[config.mk]
export PLATFORM = sky130hd
export DESIGN_NAME = telemetry_uart_rx
export DESIGN_NICKNAME = d
export VERILOG_FILES = /design/src/rtl/telemetry_pkg.sv /design/src/rtl/uart_rx.sv /design/src/rtl/telemetry_uart_rx.sv
export SDC_FILE = /design/constraint.sdc
export NUM_CORES = 1
export LEC_CHECK = 0
export ABC_AREA = 1
export BUFFER_PORTS_ARGS = -buffer_cell sky130_fd_sc_hd__buf_2
export CORE_MARGIN = 3
export CORE_UTILIZATION = 54
export DETAILED_ROUTE_END_ITERATION = 7
export HOLD_SLACK_MARGIN = 0.03
export PLACE_DENSITY = 0.88
export SLEW_MARGIN = 25
export SYNTH_ARGS = -nofsm -noshare
export SYNTH_HDL_FRONTEND = slang
export SYNTH_SLANG_ARGS = --single-unit
[constraint.sdc]
create_clock -name clk -period 1.4 [get_ports clk]
set_input_delay 0.28 -clock clk [delete_from_list [all_inputs] [get_ports clk]]
set_output_delay 0.28 -clock clk [all_outputs]
set_load 0.01 [all_outputs]
[src/rtl/telemetry_pkg.sv]
// Shared constants and helpers for the telemetry link (frame header, payload size,
// parser state encodings and default line timing).
package telemetry_pkg;

    localparam logic [7:0] HDR0 = 8'hDE;
    localparam logic [7:0] HDR1 = 8'hAD;
    localparam int PAYLOAD_BYTES = 6;

    // 10 MHz / 9600 baud, and roughly two byte-times of allowed idle inside a frame
    localparam int DEFAULT_BAUD_DIV       = 1041;
    localparam int DEFAULT_TIMEOUT_CYCLES = 20820;

    // Frame parser state encodings
    localparam logic [1:0] P_HUNT_DE = 2'd0;
    localparam logic [1:0] P_HUNT_AD = 2'd1;
    localparam logic [1:0] P_PAYLOAD = 2'd2;

    typedef struct packed {
        logic signed [15:0] roll;
        logic signed [15:0] pitch;
        logic signed [15:0] yaw;
    } attitude_t;

    // Split a 48-bit big-endian payload into the three angle words
    function automatic attitude_t unpack_frame(input logic [47:0] frame);
        attitude_t att;
        att.roll  = frame[47:32];
        att.pitch = frame[31:16];
        att.yaw   = frame[15:0];
        return att;
    endfunction

endpackage

[src/rtl/uart_rx.sv]
// 8N1 byte receiver: 2-flop synchroniser, start-bit qualification at mid-bit,
// LSB-first data sampling and stop-bit check. Emits one-cycle valid / framing-error pulses.
module uart_rx
    import telemetry_pkg::*;
#(
    parameter int BAUD_DIV = DEFAULT_BAUD_DIV
) (
    input  logic       clk,
    input  logic       rst_n,
    input  logic       rx,
    output logic [7:0] data,
    output logic       byte_valid,
    output logic       byte_ferr
);

    localparam logic [1:0] R_IDLE  = 2'd0;
    localparam logic [1:0] R_START = 2'd1;
    localparam logic [1:0] R_DATA  = 2'd2;
    localparam logic [1:0] R_STOP  = 2'd3;

    localparam int CNT_W = $clog2(BAUD_DIV);
    localparam logic [CNT_W-1:0] HALF_LAST = CNT_W'(BAUD_DIV / 2 - 1);
    localparam logic [CNT_W-1:0] BIT_LAST  = CNT_W'(BAUD_DIV - 1);

    logic             sync1_q, sync2_q, prev_q;
    logic [1:0]       state_q, state_d;
    logic [CNT_W-1:0] cnt_q, cnt_d;
    logic [2:0]       bit_q, bit_d;
    logic [7:0]       shift_q, shift_d;
    logic [7:0]       data_q, data_d;
    logic             valid_q, valid_d;
    logic             ferr_q, ferr_d;

    // Synchronise the asynchronous line and keep one cycle of history for edge detection
    always_ff @(posedge clk or negedge rst_n) begin
        if (!rst_n) begin
            sync1_q <= 1'b1;
            sync2_q <= 1'b1;
            prev_q  <= 1'b1;
        end else begin
            sync1_q <= rx;
            sync2_q <= sync1_q;
            prev_q  <= sync2_q;
        end
    end

    // Bit-timing FSM: each sample point is reached when the cycle counter hits its limit
    always_comb begin
        state_d = state_q;
        cnt_d   = cnt_q;
        bit_d   = bit_q;
        shift_d = shift_q;
        data_d  = data_q;
        valid_d = 1'b0;
        ferr_d  = 1'b0;
        case (state_q)
            R_IDLE: begin
                if (prev_q && !sync2_q) begin
                    state_d = R_START;
                    cnt_d   = '0;
                end else begin
                    state_d = R_IDLE;
                end
            end
            R_START: begin
                if (cnt_q == HALF_LAST) begin
                    cnt_d = '0;
                    bit_d = 3'd0;
                    // A line that is already high again at mid-start was only a glitch
                    if (sync2_q) begin
                        state_d = R_IDLE;
                    end else begin
                        state_d = R_DATA;
                    end
                end else begin
                    cnt_d = cnt_q + 1'b1;
                end
            end
            R_DATA: begin
                if (cnt_q == BIT_LAST) begin
                    cnt_d   = '0;
                    shift_d = {sync2_q, shift_q[7:1]};
                    if (bit_q == 3'd7) begin
                        state_d = R_STOP;
                    end else begin
                        bit_d = bit_q + 3'd1;
                    end
                end else begin
                    cnt_d = cnt_q + 1'b1;
                end
            end
            R_STOP: begin
                if (cnt_q == BIT_LAST) begin
                    cnt_d   = '0;
                    state_d = R_IDLE;
                    if (sync2_q) begin
                        valid_d = 1'b1;
                        data_d  = shift_q;
                    end else begin
                        ferr_d = 1'b1;
                    end
                end else begin
                    cnt_d = cnt_q + 1'b1;
                end
            end
            default: begin
                state_d = R_IDLE;
                cnt_d   = '0;
            end
        endcase
    end

    // Receiver state and registered byte outputs
    always_ff @(posedge clk or negedge rst_n) begin
        if (!rst_n) begin
            state_q <= R_IDLE;
            cnt_q   <= '0;
            bit_q   <= 3'd0;
            shift_q <= 8'h00;
            data_q  <= 8'h00;
            valid_q <= 1'b0;
            ferr_q  <= 1'b0;
        end else begin
            state_q <= state_d;
            cnt_q   <= cnt_d;
            bit_q   <= bit_d;
            shift_q <= shift_d;
            data_q  <= data_d;
            valid_q <= valid_d;
            ferr_q  <= ferr_d;
        end
    end

    assign data       = data_q;
    assign byte_valid = valid_q;
    assign byte_ferr  = ferr_q;

endmodule

[src/rtl/telemetry_uart_rx.sv]
// Telemetry link receiver: locks onto "DE AD" framed 6-byte attitude payloads and
// publishes roll/pitch/yaw atomically, discarding frames on framing error or timeout.
module telemetry_uart_rx
    import telemetry_pkg::*;
#(
    parameter int BAUD_DIV       = DEFAULT_BAUD_DIV,
    parameter int TIMEOUT_CYCLES = DEFAULT_TIMEOUT_CYCLES
) (
    input  logic               clk,
    input  logic               rst_n,
    input  logic               rx,
    output logic signed [15:0] roll,
    output logic signed [15:0] pitch,
    output logic signed [15:0] yaw,
    output logic               frame_valid,
    output logic               frame_err
);

    localparam int TMO_W = $clog2(TIMEOUT_CYCLES + 1);
    localparam logic [TMO_W-1:0] TMO_LAST     = TMO_W'(TIMEOUT_CYCLES - 1);
    localparam logic [2:0]       PAYLOAD_LAST = 3'(PAYLOAD_BYTES - 1);

    logic [7:0]       rx_data_s;
    logic             rx_valid_s;
    logic             rx_ferr_s;

    logic [1:0]       state_q, state_d;
    logic [2:0]       idx_q, idx_d;
    // Holds the first five payload bytes; the sixth is merged in on the commit cycle
    logic [39:0]      shadow_q, shadow_d;
    logic [TMO_W-1:0] tmo_q, tmo_d;
    attitude_t        att_q, att_d;
    logic             fv_q, fv_d;
    logic             fe_q, fe_d;

    uart_rx #(
        .BAUD_DIV (BAUD_DIV)
    ) u_uart_rx (
        .clk        (clk),
        .rst_n      (rst_n),
        .rx         (rx),
        .data       (rx_data_s),
        .byte_valid (rx_valid_s),
        .byte_ferr  (rx_ferr_s)
    );

    // Frame parser: header hunt, payload collection, error and idle-timeout discard
    always_comb begin
        state_d  = state_q;
        idx_d    = idx_q;
        shadow_d = shadow_q;
        tmo_d    = tmo_q;
        att_d    = att_q;
        fv_d     = 1'b0;
        fe_d     = 1'b0;
        if (rx_ferr_s) begin
            // Only a frame already under way counts as discarded
            fe_d    = (state_q != P_HUNT_DE);
            state_d = P_HUNT_DE;
            idx_d   = 3'd0;
            tmo_d   = '0;
        end else if (rx_valid_s) begin
            // A byte arriving in the same cycle as the timeout takes priority
            tmo_d = '0;
            case (state_q)
                P_HUNT_DE: begin
                    if (rx_data_s == HDR0) begin
                        state_d = P_HUNT_AD;
                    end else begin
                        state_d = P_HUNT_DE;
                    end
                end
                P_HUNT_AD: begin
                    if (rx_data_s == HDR1) begin
                        state_d = P_PAYLOAD;
                        idx_d   = 3'd0;
                    end else if (rx_data_s == HDR0) begin
                        state_d = P_HUNT_AD;
                    end else begin
                        state_d = P_HUNT_DE;
                    end
                end
                P_PAYLOAD: begin
                    shadow_d = {shadow_q[31:0], rx_data_s};
                    if (idx_q == PAYLOAD_LAST) begin
                        att_d   = unpack_frame({shadow_q, rx_data_s});
                        fv_d    = 1'b1;
                        state_d = P_HUNT_DE;
                        idx_d   = 3'd0;
                    end else begin
                        idx_d = idx_q + 3'd1;
                    end
                end
                default: begin
                    state_d = P_HUNT_DE;
                    idx_d   = 3'd0;
                end
            endcase
        end else if (state_q == P_HUNT_DE) begin
            tmo_d = '0;
        end else if (tmo_q == TMO_LAST) begin
            fe_d    = 1'b1;
            state_d = P_HUNT_DE;
            idx_d   = 3'd0;
            tmo_d   = '0;
        end else begin
            tmo_d = tmo_q + 1'b1;
        end
    end

    // Parser state, timeout counter and registered outputs
    always_ff @(posedge clk or negedge rst_n) begin
        if (!rst_n) begin
            state_q  <= P_HUNT_DE;
            idx_q    <= 3'd0;
            shadow_q <= 40'd0;
            tmo_q    <= '0;
            att_q    <= '0;
            fv_q     <= 1'b0;
            fe_q     <= 1'b0;
        end else begin
            state_q  <= state_d;
            idx_q    <= idx_d;
            shadow_q <= shadow_d;
            tmo_q    <= tmo_d;
            att_q    <= att_d;
            fv_q     <= fv_d;
            fe_q     <= fe_d;
        end
    end

    assign roll        = att_q.roll;
    assign pitch       = att_q.pitch;
    assign yaw         = att_q.yaw;
    assign frame_valid = fv_q;
    assign frame_err   = fe_q;

endmodule
==> run summary <==
The logs give -0.467 ns for the smallest setup slack after layout and 0 for the number of max-cap violations. After synthesis, the cell types taking the most area are sky130_fd_sc_hd__dfrtp_1, sky130_fd_sc_hd__nand2_1, sky130_fd_sc_hd__inv_1, sky130_fd_sc_hd__o21ai_0, sky130_fd_sc_hd__o21ai_2. The leakage component of the power is 4.84 nW, and the total core area is 0.0112 mm2. The run gives 17 as the number of clock buffers inserted by TritonCTS. TritonCTS built the clock tree. The port buffer count is 52. Broken down by cell family, the worst path's largest delay share belongs to simple AND/OR/NAND/NOR gates. The synthesized design contains 0 enable-type register cells. Of the total power, the share spent switching nets is 30.6%.

For the full die area, the log shows 0.0131 mm2. Power comes to 10.6 mW. Critical path endpoint category: a register. TritonCTS sink count: 147.

The highest ir drop seen on vdd was 1.52 mV. Of the synthesized area, sequential elements account for 58.1%. The critical path goes through inv_2 -> ha_4 -> nand2_4 -> inv_4 -> nand3_4 -> nor2_4 -> buf_4 -> nand3_4 -> o21ai_0. Actual slew at the worst max-slew pin: 0.469 ns.

Per report_power, the sequential group accounts for 42.8% of the total. Headroom to the max-slew limit came out at 68.4%. The post-synthesis net count was 700; the highest achievable clock rate was 536 MHz.

The master of the slowest instance on the critical path is sky130_fd_sc_hd__o21ai_0. The floorplan step set the die width to 114 um. The run finished, with violations left.

The highest cell delay on the worst timing path is 0.42 ns. The final critical-path required period was 1.87 ns. The commonest cells after synthesis are sky130_fd_sc_hd__nand2_1, sky130_fd_sc_hd__dfrtp_1, sky130_fd_sc_hd__inv_1.

For the count of warnings emitted by yosys, the log shows 0. The mapped netlist covers 0.00634 mm2. Synthesis produced 692 cells. In this run, the number of DRC markers left after iteration 0 of detailed routing was 919. The share of total power dissipated in the clock network is 43.1%.

Leading area contributor after synthesis: sky130_fd_sc_hd__dfrtp_1. The filler cells instantiated in the layout total 362. Wires add up to 27600 um. The worst setup path category is register to register. The checks that failed: negative setup slack. The count of endpoints failing hold in the final timing report was 0; the first-pass iteration count of the detailed router was 8.

The mean routed wirelength per cell was 27.3 um. The tools report the maximum root-to-sink buffer count as 2. Clock-pin slew was measured on the worst setup and hold paths at 0.08 ns. The initial utilization of the core area, before any placement, comes to 56.7%. By instance count, the cell type seen most on the critical path is sky130_fd_sc_hd__nand3_4.

The synthesized design contains 147 register bits. The run gives 6641 as the total number of vias. The setup TNS was -22.75 ns.

The die outline height came out at 114 um. The power density over the cells was 1070 mW/mm2. Global routing finished with a remaining overflow of 0. Summed over all nets, the switching power comes to 3.23 mW. After synthesis, the share of flip-flops with an asynchronous set or reset is 100%.

The count of nets after finishing is 864, and the global-route wire length before repair is 29200 um. The top cell type by area accounts for 56.8% of the synthesized area. In the global route stage, overall resource usage came out at 29.0%.

In the final layout, the share of cells above drive strength 1 is 53.3%. The portion of the clock cycle consumed by the worst path in the final layout came out at 133%. Among all flip-flop cells after synthesis, the most frequent one is sky130_fd_sc_hd__dfrtp_1. The run gives 4 as the count of H-tree levels built during CTS. The library cell with the highest instance count after synthesis is sky130_fd_sc_hd__nand2_1. Along the worst path, the maximum fanout reaches 7. Setup repair after global routing could not meet its margin everywhere. After synthesis, the netlist uses 35 different library cells. Synthesized area divided by synthesized cell count: 9.16 um2.

The tree is rooted in a sky130_fd_sc_hd__clkbuf_16. At the worst endpoint, the required time is 1.69 ns. Data on the critical path arrives at its endpoint at 2.16 ns.

Class of the tightest hold or removal check: primary input to async pin. The initial antenna violation count is 3. In this run, the combinational gates consume 14.1% of the power.

Using the TritonRoute via totals, the vias-per-cell ratio works out to 6.58. For the worst-skew pair, the clock arrives at the later sink with an insertion delay of 0.45 ns. The clock arrives with 0.0125 ns of skew. The number of global-route vias before repair was 5839; the setup violation total in the final timing report was 141.

In this run the core area contains 38 standard-cell rows. The tools report the launching element type of the critical path as a register. After detailed routing, the number of remaining DRC violations is 0. At the end of routability-driven placement, the weighted congestion stood at 0.909. Internal power comes to 7.33 mW. Entering global routing, the biggest net connects 57 pins. The number of nets still failing antenna checks after routing was 0; the top-level port count was 53. The area added between synthesis and finish was 55.3%; the post-DP HPWL was 9250 um.

The number of buffers and inverters on the critical path is 3. The final count of pins violating max slew was 0.
logic make-up after synthesis:
logic type | count (synthesis) | synth area share (%)
AOI/OAI and AO/OA | 125 | 12.3
xor gates and xnor gates | 14 | 1.93
adders and majority gates | 5 | 0.987
buffers and inverters | 122 | 8.43
DFF | 147 | 58.1
and+or+nand+nor | 279 | 18.2
layout make-up:
| class | count | area (um2) | area share (%) |
|---|---|---|---|
| sequential | 147 | 3690 | 37.5 |
| multi-input combinational | 424 | 3230 | 32.8 |
| timing repair buffer | 165 | 1740 | 17.7 |
| clock buffer | 19 | 453 | 4.60 |
| inverter | 99 | 399 | 4.05 |
| tap | 140 | 175 | 1.78 |
| clock inverter | 13 | 115 | 1.17 |
| timing repair inverter | 2 | 41.3 | 0.419 |
| antenna | 1 | 2.50 | 0.0254 |
through the flow:
stage	std cells	worst slack [ns]	hold WS, ns	util (%)	cell area, um2
3_3_place_gp	918	-0.0608	0.189	64.1	7160
5_1_grt	1009	-0.527	0.320	88.1	9840
6_report	1010	-0.467	0.301	88.1	9850
2_1_floorplan	692	-0.00906	-0.0156	-	6400
3_5_place_dp	918	-0.101	0.194	64.1	7160
4_1_cts	976	-0.135	0.337	75.2	8400
layer usage:
layer	vias to the layer above	track usage, %	wire (um)	share of wire, %
li1	2519	-	-	-
met1	3203	31.5	8530	31
met3	270	6.82	3020	11
met4	4	14.4	2920	11
met5	-	0	24	0.087
met2	645	52.5	13100	48
timing repair:
item,4_1_cts,5_1_grt
gates cloned,12,14
resized for setup,79,321
hold buffers,2,0
endpoints found under the setup margin,99,131
setup buffers,13,19
endpoints found under the hold margin,29,0
pin swaps,19,41
path summary, 6_finish.rpt:
| kind | startpoint | endpoint | slack (ns) | cells after the start |
|---|---|---|---|---|
| setup / recovery | u_uart_rx.cnt_q[1] | u_uart_rx.data[4] | -0.47 | 9 |
| max in group asynchronous | rst_n | u_uart_rx.sync1_q | 0.48 | 3 |
| setup reg to reg | u_uart_rx.cnt_q[1] | u_uart_rx.data[4] | -0.47 | 9 |
| min in group clk | u_uart_rx.sync1_q | u_uart_rx.sync2_q | 0.36 | 0 |
| hold / removal | rst_n | shadow_q[8] | 0.30 | 2 |
| hold reg to reg | u_uart_rx.sync1_q | u_uart_rx.sync2_q | 0.36 | 0 |
cell usage in the layout, fill, tap and decap left out, types with 23 or more instances in the layout:
cell,n
sky130_fd_sc_hd__buf_2,51
sky130_fd_sc_hd__buf_4,54
sky130_fd_sc_hd__buf_6,23
sky130_fd_sc_hd__clkbuf_16,27
sky130_fd_sc_hd__dfrtp_1,139
sky130_fd_sc_hd__inv_1,78
sky130_fd_sc_hd__nand2_1,84
sky130_fd_sc_hd__nand2_2,40
sky130_fd_sc_hd__nand2_4,58
sky130_fd_sc_hd__o21ai_2,68
power groups by stage:
stage | sequential [mW] | combinational, mW | clock (mW)
2_1_floorplan | 4.53 | 0.576 | 0
3_3_place_gp | 4.55 | 0.932 | 0
3_5_place_dp | 4.56 | 0.968 | 0
4_1_cts | 4.49 | 1.02 | 4.36
5_1_grt | 4.53 | 1.61 | 4.68
6_report | 4.52 | 1.49 | 4.56
state kept, by name (all words and copies together) (netlist names), 2 cells and up, named ones only:
signal,flops
state_q,2
u_uart_rx.shift_q,8
yaw,16
u_uart_rx.bit_q,3
shadow_q,40
roll,16
pitch,16
u_uart_rx.data,8
tmo_q,15
idx_q,3
u_uart_rx.cnt_q,11
Power figures use the tool's default switching activity.
